## src/rtl/if_id_buf_if.sv

```systemverilog
// rtl/if_id_buf_if.sv - fetch/decode handshake bundle for the if_id_buf fetch-to-decode buffer
interface if_id_buf_if #(
  parameter int ADDR_W = 32,
  parameter int INST_W = 32,
  parameter int DEPTH  = 2
);
  localparam int CNT_W = $clog2(DEPTH) + 1;

  logic [ADDR_W-1:0] if_pc;
  logic [INST_W-1:0] if_inst;
  logic              if_valid;
  logic              if_ready;
  logic              stall;
  logic              flush;
  logic [ADDR_W-1:0] id_pc;
  logic [INST_W-1:0] id_inst;
  logic              id_valid;
  logic [CNT_W-1:0]  occupancy;

  // master: the fetch/decode pipeline around the buffer
  modport master (
    output if_pc, if_inst, if_valid, stall, flush,
    input  if_ready, id_pc, id_inst, id_valid, occupancy
  );

  // slave: the buffer itself
  modport slave (
    input  if_pc, if_inst, if_valid, stall, flush,
    output if_ready, id_pc, id_inst, id_valid, occupancy
  );
endinterface

```

## src/rtl/if_id_buf.sv

```systemverilog
// rtl/if_id_buf.sv - in-order fetch-to-decode FIFO; IF_ID_BUF_STAT_EN adds stall/flush statistics counters
module if_id_buf #(
  parameter int ADDR_W = 32,
  parameter int INST_W = 32,
  parameter int DEPTH  = 2
) (
  input  logic        clk,
  input  logic        rst,
`ifdef IF_ID_BUF_STAT_EN
  output logic [31:0] stall_cycles,
  output logic [31:0] flushed_insts,
`endif
  if_id_buf_if.slave  bus
);
  localparam int PTR_W = $clog2(DEPTH);
  localparam int CNT_W = PTR_W + 1;
  localparam logic [CNT_W-1:0] FULL_CNT = CNT_W'(DEPTH);

  typedef enum logic [1:0] {
    S_EMPTY,
    S_PARTIAL,
    S_FULL
  } state_t;

  state_t            state;
  state_t            state_next;
  logic [CNT_W-1:0]  cnt;
  logic [CNT_W-1:0]  cnt_next;
  logic [PTR_W-1:0]  wp;
  logic [PTR_W-1:0]  rp;
  logic [ADDR_W-1:0] pc_mem   [DEPTH];
  logic [INST_W-1:0] inst_mem [DEPTH];
  logic              valid;
  logic              ready;
  logic              enq;
  logic              deq;

  // ready comes only from registered state, so a full buffer never passes through
  assign valid = (state != S_EMPTY);
  assign ready = !rst && (state != S_FULL);
  assign enq   = bus.if_valid && ready;
  assign deq   = valid && !bus.stall;

  always_comb begin
    cnt_next = cnt;
    if (bus.flush) begin
      cnt_next = '0;
    end else if (enq && !deq) begin
      cnt_next = cnt + CNT_W'(1);
    end else if (deq && !enq) begin
      cnt_next = cnt - CNT_W'(1);
    end
  end

  always_comb begin
    state_next = S_PARTIAL;
    if (cnt_next == '0) begin
      state_next = S_EMPTY;
    end else if (cnt_next == FULL_CNT) begin
      state_next = S_FULL;
    end
  end

  always_ff @(posedge clk) begin
    if (rst) begin
      state <= S_EMPTY;
      cnt   <= '0;
      wp    <= '0;
      rp    <= '0;
      for (int i = 0; i < DEPTH; i++) begin
        pc_mem[i]   <= '0;
        inst_mem[i] <= '0;
      end
    end else begin
      state <= state_next;
      cnt   <= cnt_next;
      if (bus.flush) begin
        wp <= '0;
        rp <= '0;
      end else begin
        if (enq) begin
          pc_mem[wp]   <= bus.if_pc;
          inst_mem[wp] <= bus.if_inst;
          wp           <= wp + PTR_W'(1);
        end
        if (deq) begin
          rp <= rp + PTR_W'(1);
        end
      end
    end
  end

`ifdef IF_ID_BUF_STAT_EN
  always_ff @(posedge clk) begin
    if (rst) begin
      stall_cycles  <= '0;
      flushed_insts <= '0;
    end else begin
      if (valid && bus.stall) begin
        stall_cycles <= stall_cycles + 32'd1;
      end
      if (bus.flush) begin
        flushed_insts <= flushed_insts + 32'(cnt);
      end
    end
  end
`endif

  // an empty slot reads as all-zero, which decodes as a nop
  assign bus.if_ready  = ready;
  assign bus.id_valid  = valid;
  assign bus.id_pc     = valid ? pc_mem[rp]   : '0;
  assign bus.id_inst   = valid ? inst_mem[rp] : '0;
  assign bus.occupancy = cnt;
endmodule

```

## src/flat_wrapper.sv

```systemverilog
// flat-port wrapper written by rule: the top's interface ports become plain ports
module if_id_buf_flat 
#(
  parameter int ADDR_W = 32,
  parameter int INST_W = 32,
  parameter int DEPTH  = 2
)
  (clk, rst, bus_if_pc, bus_if_inst, bus_if_valid, bus_stall, bus_flush, bus_if_ready, bus_id_pc, bus_id_inst, bus_id_valid, bus_occupancy);
  if_id_buf_if #(.ADDR_W(ADDR_W), .INST_W(INST_W), .DEPTH(DEPTH)) bus_i ();
  input  logic clk;
  input  logic rst;
  input wire logic [$bits(bus_i.if_pc)-1:0] bus_if_pc;
  input wire logic [$bits(bus_i.if_inst)-1:0] bus_if_inst;
  input wire logic [$bits(bus_i.if_valid)-1:0] bus_if_valid;
  input wire logic [$bits(bus_i.stall)-1:0] bus_stall;
  input wire logic [$bits(bus_i.flush)-1:0] bus_flush;
  output wire logic [$bits(bus_i.if_ready)-1:0] bus_if_ready;
  output wire logic [$bits(bus_i.id_pc)-1:0] bus_id_pc;
  output wire logic [$bits(bus_i.id_inst)-1:0] bus_id_inst;
  output wire logic [$bits(bus_i.id_valid)-1:0] bus_id_valid;
  output wire logic [$bits(bus_i.occupancy)-1:0] bus_occupancy;
  assign bus_i.if_pc = bus_if_pc;
  assign bus_i.if_inst = bus_if_inst;
  assign bus_i.if_valid = bus_if_valid;
  assign bus_i.stall = bus_stall;
  assign bus_i.flush = bus_flush;
  assign bus_if_ready = bus_i.if_ready;
  assign bus_id_pc = bus_i.id_pc;
  assign bus_id_inst = bus_i.id_inst;
  assign bus_id_valid = bus_i.id_valid;
  assign bus_occupancy = bus_i.occupancy;
  if_id_buf #(.ADDR_W(ADDR_W), .INST_W(INST_W), .DEPTH(DEPTH)) u_core (.clk(clk), .rst(rst), .bus(bus_i));
endmodule
```

## config.mk

```make
export PLATFORM = sky130hd
export DESIGN_NAME = if_id_buf_flat
export DESIGN_NICKNAME = d
export VERILOG_FILES = /design/src/rtl/if_id_buf_if.sv /design/src/rtl/if_id_buf.sv /design/src/flat_wrapper.sv
export SDC_FILE = /design/constraint.sdc
export NUM_CORES = 1
export LEC_CHECK = 0
export BUFFER_PORTS_ARGS = -buffer_cell sky130_fd_sc_hd__buf_2
export CORE_ASPECT_RATIO = 0.75
export CORE_MARGIN = 5
export CORE_UTILIZATION = 44
export CTS_CLUSTER_SIZE = 8
export DETAILED_ROUTE_END_ITERATION = 16
export PLACE_DENSITY = 0.65
export SKIP_CTS_REPAIR_TIMING = 1
export SYNTH_ARGS = -nofsm -noshare
export SYNTH_HDL_FRONTEND = slang
export SYNTH_SLANG_ARGS = --single-unit
```

## constraint.sdc

```tcl
create_clock -name clk -period 3.09 [get_ports clk]
set_clock_uncertainty 0.2 [all_clocks]
set_input_delay 0.618 -clock clk [delete_from_list [all_inputs] [get_ports clk]]
set_output_delay 0.618 -clock clk [all_outputs]
set_load 0.02 [all_outputs]
```

* Yosys cells after proc, flatten, opt, wreduce, memory -nomap -nowiden
Memory sizes are Yosys's and may differ from the RTL's. A register that Yosys moved wholly into a read port is not among the register bits.
Cells that the tools add are included.
** Storage, ports and cells
- Register bits after elaboration :: 6
- RAM bits :: 128
- Input port bits :: 69
- Output and inout bits :: 68
- Logic and storage cells :: 49
- Memories :: 2
** Operators by class
- Add/subtract/negate cells :: 4
- Equal/unequal tests :: 2
- Multiplexer cells :: 22
- Reductions and logical operators :: 15
** Memories
- u_core.inst_mem :: depth 2, width 32, rd ports 1, clocked after memory_dff 1, wr ports 2, RTL line if_id_buf.sv:32 : logic [INST_W-1:0] inst_mem [DEPTH];
- u_core.pc_mem :: depth 2, width 32, rd ports 1, clocked after memory_dff 1, wr ports 2, RTL line if_id_buf.sv:31 : logic [ADDR_W-1:0] pc_mem [DEPTH];
** Operator list (count)
- 2-to-1 mux 32 bit :: 4
- OR reduction 32 bit :: 2
- 2-to-1 mux 1 bit :: 14
- 2-to-1 mux 2 bit :: 4
- logical AND 1 bit :: 5
- zero test 1 bit :: 4
- OR reduction 2 bit :: 2
- adder 1 bit, second input constant :: 2
- adder 2 x 1 -> 2 bit, second input constant :: 1
- == test 2 bit, second input constant :: 1
- zero test 2 bit :: 1
- != test 2 bit, second input constant :: 1
- nonzero test 2 bit :: 1
- subtractor 2 x 1 -> 2 bit, second input constant :: 1

* Longest topological paths before layout
Gate-level depths: netlist of the first run.
- Depth after elaboration :: 10
- Depth in mapped cells :: 6
- Gate-level depth less buffers :: 4

* Worst setup path before layout of the first run
Ideal clock, no wire load.
- Path type :: in2reg
- From :: input bus_if_valid
- To :: memory u_core.inst_mem[1][0] (enable)
- Setup time :: 0.394 ns
- Arrival time :: 2.081 ns
- Data required time :: 2.496 ns
- Setup slack :: 0.414 ns
- Stages on the path :: 5
- Buffers on the path :: 1
- Path through :: nor2b_4 -> nand2_2 -> nor3b_2 -> buf_4 -> or2_2
** RTL lines
- from (decl) :: RTL line flat_wrapper.sv:14 : input wire logic [$bits(bus_i.if_valid)-1:0] bus_if_valid;
- to (decl) :: RTL line if_id_buf.sv:32

==> impl_metrics.csv, run 1 <==
group,metric,value,unit
synth,postSynth.asyncResetShare,0,
floorplan,core_area,13600,µm²
placement,dpl-instance-area,6950,µm²
critical_path,timing.critical_path.required,2.27,ns
synth,synth_enable_flop_cells,128,
synth,syn-mean-instance-area,13.4,µm²
critical_path,worst-endpoint-arrival,1.80,ns
synth,post_synth_instance_area,6080,µm²
clock_network,number_of_buffers_inserted_during_clock_tree_synthesis,17,
placement,post-place-ws,0.649,ns
critical_path,reg2regPathDepth,5,
clock_network,clk_root_buffer_cell,"sky130_fd_sc_hd__clkbuf_16",
clock_network,clk-insertion-delay-late,0.40,ns
clock_network,clkSlewWorstSetupHoldPaths,0.06,ns
synth,yosys_register_bits,135,
sta,fmaxAchievable,0.382,GHz
placement,gp_congestion,0.800,
sta,setup-violations-final,0,
drt,drcViolationCount,0,
clock_network,tritoncts_clock_tree,"done",
sta,period_minus_slack,2.62,ns
clock_network,clock_path_buffers,2,
synth,yosysWarningCount,0,
placement,place_inst,747,
drt,wl_final,12800,µm
floorplan,die_w,146,µm
sta,max-slew-margin-rel,0.604,
critical_path,timing_worst_setup_path_type,"reg -> out",
synth,synthTopCellsByArea,"sky130_fd_sc_hd__edfxtp_1 63%, sky130_fd_sc_hd__and2_1 13%, sky130_fd_sc_hd__mux2i_1 11%",
floorplan,floorplan.io_pins,137,
sta,grt_setup_unrepaired,"false",
sta,hold_viol,0,
run_status,status,"completed",
grt,grt_antenna_before_repair,3,
floorplan,floorplan.rows,37,
critical_path,worstSetupEndpoint,"bus_id_inst[26]",
worst_hold_path,worstHoldPathType,"in -> reg",
pwr,fin_total_pwr,4.45,mW
cells_and_area,layout.cells.most_common,"sky130_fd_sc_hd__buf_2",
cells_and_area,design_area,7560,µm²
clock_network,numClockSinks,135,
synth,postSynthCellCount,455,
critical_path,timing.critical_path.to_type,"output pin",
synth,mappedNetlistNets,524,
synth,synth.lib_cells_used.distinct,33,
sta,tightest_slew,0.594,ns
critical_path,start_kind,"flop",
sta,post-route-worst-setup-slack,0.473,ns
pwr,power.static_leakage,3.01,nW
grt,grt_usage,0.159,
clock_network,cts_max_level,4,
floorplan,die-height,112,µm
synth,synth_top_cell_by_area,"sky130_fd_sc_hd__edfxtp_1",
synth,synth_largest_type_area_fraction,0.632,
grt,grt_first_pass_wirelength,20500,µm
critical_path,rr_startpoint,"u_core.state[0]",
synth,yosysSeqAreaShare,0.655,
pwr,vdd_drop_max,0.000434,V
synth,ys.flop_type,"sky130_fd_sc_hd__edfxtp_1",
drt,detail_route.first_pass.iterations,4,
sta,count_of_pins_over_their_slew_limit,0,
pwr,power_per_cell_area,589,nW/µm²
cells_and_area,syn_to_final_growth,24.4,%
critical_path,timing.reg2reg.setup_slack,0.98,ns
placement,number_of_buffer_cells_added_on_primary_ports,136,
job,drv.max_cap_violation_count,0,
cells_and_area,final-instance-count-excl-fill,779,
grt,grt_pass1_vias,4056,
grt,globalRoute.totalOverflow,0,
critical_path,critical_path_peak_fanout,22,
critical_path,rr_endpoint,"u_core.pc_mem[1][30]",
cells_and_area,final_cell_mix,"136 x sky130_fd_sc_hd__buf_2, 128 x sky130_fd_sc_hd__and2_1, 128 x sky130_fd_sc_hd__edfxtp_1",
placement,place.detailed.hpwl,8040,µm
drt,detailedRoute.firstIterationViolations,154,
drt,via_count,3863,
grt,maximum_number_of_pins_on_one_net_before_global_route_repair,65,
drt,detail-route-antenna-nets,0,
drt,routedWlPerCell,16.4,µm
floorplan,die_area,16300,µm²
floorplan,floorplan.initialDensity,0.447,
drt,drt-vias-per-instance,4.96,
cells_and_area,finish.net_count,660,
sta,fin_tns_setup,0,ns
sta,fin_crit_sh,0.847,
cells_and_area,final_layout_size_suffix_gt1_frac,0.308,
-- how the worst min path moves through the flow --
stage,from,to,cells after the start
global route,bus_if_pc[24],u_core.pc_mem[1][24],2
floorplan,u_core.rp,flop,2
detailed placement,u_core.rp,flop,2
global placement,u_core.rp,u_core.rp,2
finish,bus_if_inst[14],u_core.inst_mem[1][14],2
CTS,bus_if_inst[14],u_core.inst_mem[1][14],2
-- where the power goes --
| part | switching, mW | internal (mW) | total [mW] |
|---|---|---|---|
| combinational | 0.163 | 0.103 | 0.266 |
| clock | 0.726 | 1.35 | 2.07 |
| sequential | 0.0252 | 2.09 | 2.12 |
| total | 0.915 | 3.54 | 4.45 |
-- flip-flops by register name (all words and copies together) (netlist names), named ones only --
name / cells
u_core.wp: 1
u_core.inst_mem: 64
u_core.state: 2
u_core.bus.occupancy: 2
u_core.pc_mem: 64
u_core.rp: 1
-- synthesized netlist by cell type (all sizes together) (2+ instances only) --
cell	count
nand2b	2
nor3	5
nor2	69
and2	128
buf	19
mux2i	64
inv	2
nor3b	3
clkbuf	10
or2	3
nor2b	2
edfxtp	128
dfxtp	7
-- critical path, cell delays in order (launching register included) --
cell and delay [ns]:
sky130_fd_sc_hd__dfxtp_4 0.63, sky130_fd_sc_hd__buf_12 0.27, sky130_fd_sc_hd__mux2i_1 0.09, sky130_fd_sc_hd__nor2_1 0.19
sky130_fd_sc_hd__buf_2 0.21
-- layout make-up --
cell class | count | area, µm²
diodes | 1 | 2.50
clock buffers | 19 | 433
clock inverters | 12 | 179
fillers | 1160 | 6050
inverters | 2 | 7.51
multi-input cells | 289 | 1940
flip-flops and latches | 135 | 3990
well taps | 175 | 219
repair buffers | 146 | 793
-- layer usage --
layer | global-route usage | wire [µm]
met3 | 0.0659 | 1140
met5 | 0 | 14
met4 | 0.0360 | 99
met1 | 0.190 | 5470
met2 | 0.269 | 6030
-- cell families after synthesis --
kind of cell | Yosys count | share of synthesized area
buf+inv | 31 | 0.0296
flops | 135 | 0.655
xor+xnor | 2 | 0.00288
mux | 64 | 0.105
compound gates | 8 | 0.0107
simple gates | 215 | 0.196
-- per-stage QoR --
stage               hold slack (ns)  utilization
finish                        0.297        0.556
floorplan                     0.281            -
detailed placement            0.309        0.510
global placement              0.300        0.510
CTS                           0.281        0.555
global route                  0.282        0.556
No activity file was read; power rests on OpenSTA's default activity.
==> run 2, diff against run 1 <==
Settings changed: ABC_AREA set to 1, PLACE_DENSITY 0.65 to 0.68.
Clock period 3.09 ns to 2.4 ns, I/O delays scaled along.
==> impl_metrics.csv, run 2 <==
group,metric,value,unit
drt,drcViolationCount,0,
synth,yosysMostFrequentCell,"sky130_fd_sc_hd__nand2_1",
cells_and_area,final-instance-count-excl-fill,915,
synth,combinational_family_with_the_most_area_after_synthesis,"simple AND/OR/NAND/NOR gates",
sta,max-slew-margin-rel,0.519,
grt,grt_usage,0.175,
floorplan,die-height,111,µm
pwr,fin_total_pwr,5.92,mW
drt,wl_final,13800,µm
sta,whs,0.0937,ns
placement,place.detailed.hpwl,8510,µm
synth,post_synth_instance_area,5960,µm²
floorplan,floorplan.initialDensity,0.453,
clock_network,clk-insertion-delay-late,0.40,ns
sta,post-route-worst-setup-slack,0.0776,ns
cells_and_area,final_layout_size_suffix_gt1_frac,0.278,
synth,postSynth.asyncResetShare,0,
drt,via_count,4436,
synth,synth_largest_type_area_fraction,0.645,
synth,yosysWarningCount,0,
critical_path,crit_chain,"inv_1 -> nand2_2 -> inv_2 -> buf_4 -> a21oi_1 -> buf_2",
pwr,vdd_drop_max,0.000588,V
critical_path,worst-endpoint-arrival,1.64,ns
critical_path,timing_worst_setup_path_type,"reg -> out",
sta,grt_setup_unrepaired,"true",
synth,synth_enable_flop_cells,128,
job,drv.max_cap_violation_count,0,
floorplan,floorplan.rows,36,
critical_path,highest_delay_cell_along_the_critical_path,"sky130_fd_sc_hd__dfxtp_1",
synth,compound_cell_area_share_of_the_yosys_netlist,0.0579,
synth,ys.flop_type,"sky130_fd_sc_hd__edfxtp_1",
worst_hold_path,worstHoldPathType,"in -> reg",
floorplan,core_area,13200,µm²
clock_network,numClockSinks,135,
synth,postSynthCellCount,598,
grt,grt_antenna_before_repair,0,
critical_path,timing.critical_path.max_delay_family,"buffers and inverters",
grt,grt_first_pass_wirelength,22000,µm
placement,dpl-instance-area,6800,µm²
placement,place_inst,883,
cells_and_area,post-route-util,0.568,
cells_and_area,design_area,7470,µm²
placement,post-place-ws,0.241,ns
critical_path,worstPathBufferInverterCount,4,
drt,detailedRoute.firstIterationViolations,324,
synth,syn-mean-instance-area,9.97,µm²
clock_network,number_of_buffers_inserted_during_clock_tree_synthesis,17,
placement,gp_congestion,0.848,
sta,period_minus_slack,2.32,ns
sta,setup-violations-final,0,
synth,post_synthesis_share_of_cell_area_spent_on_full_adders_half_adders_and_majority_gates,0,
sta,fin_crit_sh,0.968,
cells_and_area,layout.cells.most_common,"sky130_fd_sc_hd__nand2_1",
cells_and_area,syn_to_final_growth,25.3,%
synth,yosys_register_bits,135,
sta,fin_tns_setup,0,ns
critical_path,timing.critical_path.to_type,"output pin",
critical_path,critical-path-max-stage-delay,0.35,ns
drt,detail_route.first_pass.iterations,5,
cells_and_area,finish.net_count,800,
critical_path,critical_path_peak_fanout,32,
cells_and_area,num_antenna_cells,0,
pwr,power_per_cell_area,792,nW/µm²
floorplan,die_area,16000,µm²
grt,grt_pass1_vias,4474,
clock_network,clkSlewWorstSetupHoldPaths,0.06,ns
synth,synth_top_cell_by_area,"sky130_fd_sc_hd__edfxtp_1",
synth,synth.cells.most_frequent,"139 x sky130_fd_sc_hd__nand2_1, 128 x sky130_fd_sc_hd__edfxtp_1, 123 x sky130_fd_sc_hd__nor2_1, 74 x sky130_fd_sc_hd__inv_1, 67 x sky130_fd_sc_hd__a21oi_1",
placement,number_of_buffer_cells_added_on_primary_ports,136,
clock_network,clk_root_buffer_cell,"sky130_fd_sc_hd__clkbuf_16",
cells_and_area,filler_cell_count,1185,
synth,yosys.area_share.simple,0.188,
clock_network,tritoncts_clock_tree,"done",
sta,count_of_pins_over_their_slew_limit,0,
synth,yosys.area_share.xor_xnor,0,
grt,maximum_number_of_pins_on_one_net_before_global_route_repair,65,
synth,synth.lib_cells_used.distinct,18,
run_status,status,"completed",
drt,routedWlPerCell,15.1,µm
synth,yosysSeqAreaShare,0.668,
sta,fmaxAchievable,0.431,GHz
synth,synthTopCellsByArea,"sky130_fd_sc_hd__edfxtp_1 64%, sky130_fd_sc_hd__nand2_1 8.7%, sky130_fd_sc_hd__nor2_1 7.7%",
critical_path,start_kind,"flop",
grt,globalRoute.totalOverflow,0,
drt,drt-vias-per-instance,4.85,
synth,synth.area.mux_share,0,
sta,tightest_slew,0.722,ns
floorplan,floorplan.io_pins,137,
clock_network,cts_max_level,4,
floorplan,die_w,144,µm
cells_and_area,largestRegisters,"u_core.inst_mem x64, u_core.pc_mem x64",
pwr,power.static_leakage,3.40,nW
sta,hold_viol,0,
drt,detail-route-antenna-nets,0,
cells_and_area,final_cell_mix,"137 x sky130_fd_sc_hd__nand2_1, 136 x sky130_fd_sc_hd__buf_2, 128 x sky130_fd_sc_hd__edfxtp_1",
critical_path,timing.critical_path.required,1.72,ns
synth,mappedNetlistNets,667,
clock_network,clock_path_buffers,2,
==> run 2: cells by family (layout without fill, tap and decap cells) <==
| group | Yosys count | count (layout) |
|---|---|---|
| DFF | 135 | 135 |
| and+or+nand+nor | 283 | 283 |
| AOI/OAI and AO/OA | 69 | 69 |
| buffers and inverters | 111 | 257 |
==> run 2: worst paths after layout <==
kind                        start                   end  slack (ns)  cells past startpoint
hold / removal                rst       u_core.state[0]        0.09                      2
setup reg to reg  u_core.state[0]  u_core.pc_mem[0][13]        0.56                      7
setup / recovery  u_core.state[1]        bus_id_inst[6]        0.08                      6
hold reg to reg         u_core.rp             u_core.rp        0.28                      2
==> run 2: where the power goes <==
group	internal [mW]	total [mW]	leakage [nW]	switching [mW]
Sequential	2.70	2.73	1.39	0.0299
Clock	1.82	2.74	0.302	0.918
Combinational	0.143	0.455	1.71	0.312
==> run 2: cell type report <==
cell class                      count  area [µm²]  area share
Timing Repair Buffer              147         830       0.111
Tap cell                          171         214      0.0286
Inverter                           78         293      0.0392
Clock buffer                       19         433      0.0580
Multi-Input combinational cell    352        1530       0.205
Sequential cell                   135        3990       0.534
Clock inverter                     13         184      0.0246
==> run 2: routing by layer <==
metal / track usage / vias to the layer above / wire (µm)
met5: 0 / - / 0
met4: 0.0379 / 0 / 59
met3: 0.0487 / 7 / 1290
met2: 0.280 / 166 / 6550
met1: 0.240 / 2089 / 5950
li1: - / 2174 / -
==> run 3, diff against run 2 <==
Settings changed: CORE_ASPECT_RATIO 0.75 to not set, PLACE_DENSITY 0.68 to 0.7.
==> impl_metrics.csv, run 3 (synthesis results as in run 2) <==
group,metric,value,unit
run_status,status,"completed",
floorplan,die-height,126,µm
drt,wl_final,13500,µm
floorplan,die_area,16000,µm²
sta,period_minus_slack,2.31,ns
critical_path,critical_path_peak_fanout,26,
clock_network,clk-insertion-delay-late,0.41,ns
sta,count_of_pins_over_their_slew_limit,0,
sta,whs,0.0850,ns
drt,detail-route-antenna-nets,0,
cells_and_area,final_layout_size_suffix_gt1_frac,0.265,
clock_network,cts_max_level,4,
sta,fmaxAchievable,0.433,GHz
floorplan,die_w,126,µm
grt,grt_pass1_vias,4632,
grt,globalRoute.totalOverflow,0,
critical_path,worst-endpoint-arrival,1.63,ns
critical_path,timing.reg2reg.setup_slack,0.63,ns
floorplan,floorplan.rows,42,
critical_path,start_kind,"flop",
pwr,fin_total_pwr,5.98,mW
sta,tightest_slew,0.375,ns
drt,routedWlPerCell,14.7,µm
sta,max-slew-margin-rel,0.750,
critical_path,timing_worst_setup_path_type,"reg -> out",
clock_network,numClockSinks,135,
floorplan,floorplan.initialDensity,0.450,
clock_network,clk_root_buffer_cell,"sky130_fd_sc_hd__clkbuf_16",
cells_and_area,largestRegisters,"u_core.inst_mem x64, u_core.pc_mem x64",
sta,grt_setup_unrepaired,"false",
drt,drt-vias-per-instance,4.83,
clock_network,clock_path_buffers,2,
placement,dpl-instance-area,6810,µm²
cells_and_area,finish.net_count,798,
cells_and_area,syn_to_final_growth,25.2,%
grt,grt_first_pass_wirelength,22100,µm
pwr,vdd_drop_max,0.000364,V
placement,place.detailed.hpwl,8070,µm
clock_network,clkSlewWorstSetupHoldPaths,0.05,ns
floorplan,floorplan.io_pins,137,
cells_and_area,num_antenna_cells,0,
sta,hold_viol,0,
pwr,power.static_leakage,3.42,nW
grt,grt_usage,0.175,
drt,drcViolationCount,0,
cells_and_area,design_area,7460,µm²
pwr,power_per_cell_area,802,nW/µm²
drt,detail_route.first_pass.iterations,5,
drt,detailedRoute.firstIterationViolations,380,
clock_network,number_of_buffers_inserted_during_clock_tree_synthesis,17,
grt,grt_antenna_before_repair,0,
clock_network,tritoncts_clock_tree,"done",
drt,via_count,4430,
cells_and_area,layout.cells.most_common,"sky130_fd_sc_hd__nand2_1",
critical_path,timing.critical_path.to_type,"output pin",
job,drv.max_cap_violation_count,0,
grt,maximum_number_of_pins_on_one_net_before_global_route_repair,65,
placement,number_of_buffer_cells_added_on_primary_ports,136,
critical_path,timing.critical_path.required,1.72,ns
sta,fin_crit_sh,0.962,
placement,gp_congestion,0.775,
floorplan,core_area,13200,µm²
sta,setup-violations-final,0,
cells_and_area,post-route-util,0.564,
cells_and_area,final_cell_mix,"137 x sky130_fd_sc_hd__nand2_1, 136 x sky130_fd_sc_hd__buf_2, 128 x sky130_fd_sc_hd__edfxtp_1",
worst_hold_path,worstHoldPathType,"in -> reg",
run 3: metrics by stage:
stage | setup TNS (ns) | instances | worst slack, ns
after floorplan | -10.45 | 598 | -0.0899
after global placement | 0 | 886 | 0.347
after detailed placement | 0 | 886 | 0.294
after CTS | 0 | 918 | 0.00714
after global routing | 0 | 918 | 0.00177
final | 0 | 918 | 0.0924
run 3: final timing paths:
path | startpoint | to | cells after the start
setup / recovery | flop | bus_id_pc[16] | 5
hold / removal | rst | u_core.bus.occupancy[0] | 2
setup reg to reg | u_core.state[0] | u_core.inst_mem[1][31] | 7
hold reg to reg | u_core.rp | flop | 2
run 3: layout make-up:
type                            count  area (µm²)
Clock buffer                       19         443
Clock inverter                     13         203
Fill cell                        1190        5780
Inverter                           78         294
Multi-Input combinational cell    352        1480
Sequential cell                   135        3990
Tap cell                          176         220
Timing Repair Buffer              145         840
run 3: routing by layer:
metal,vias to the layer above,wire (µm),global-route usage
li1,2173,-,-
met1,2089,5710,0.222
met2,148,6690,0.292
met3,20,856,0.0450
met4,0,206,0.0637
met5,-,0,0
run 3: power breakdown:
part	leakage, nW	internal (mW)	switching, mW	total, mW
clock network	0.313	1.86	0.947	2.81
registers	1.39	2.70	0.0315	2.73
logic	1.72	0.141	0.303	0.443
total	3.42	4.70	1.28	5.98
run 3: worst max-delay path, stage by stage (launching register included):
cell and delay [ns]:
sky130_fd_sc_hd__dfxtp_2 0.33, sky130_fd_sc_hd__clkinv_2 0.18, sky130_fd_sc_hd__buf_12 0.20, sky130_fd_sc_hd__nand2_1 0.07, sky130_fd_sc_hd__a21oi_1 0.21, sky130_fd_sc_hd__buf_2 0.21
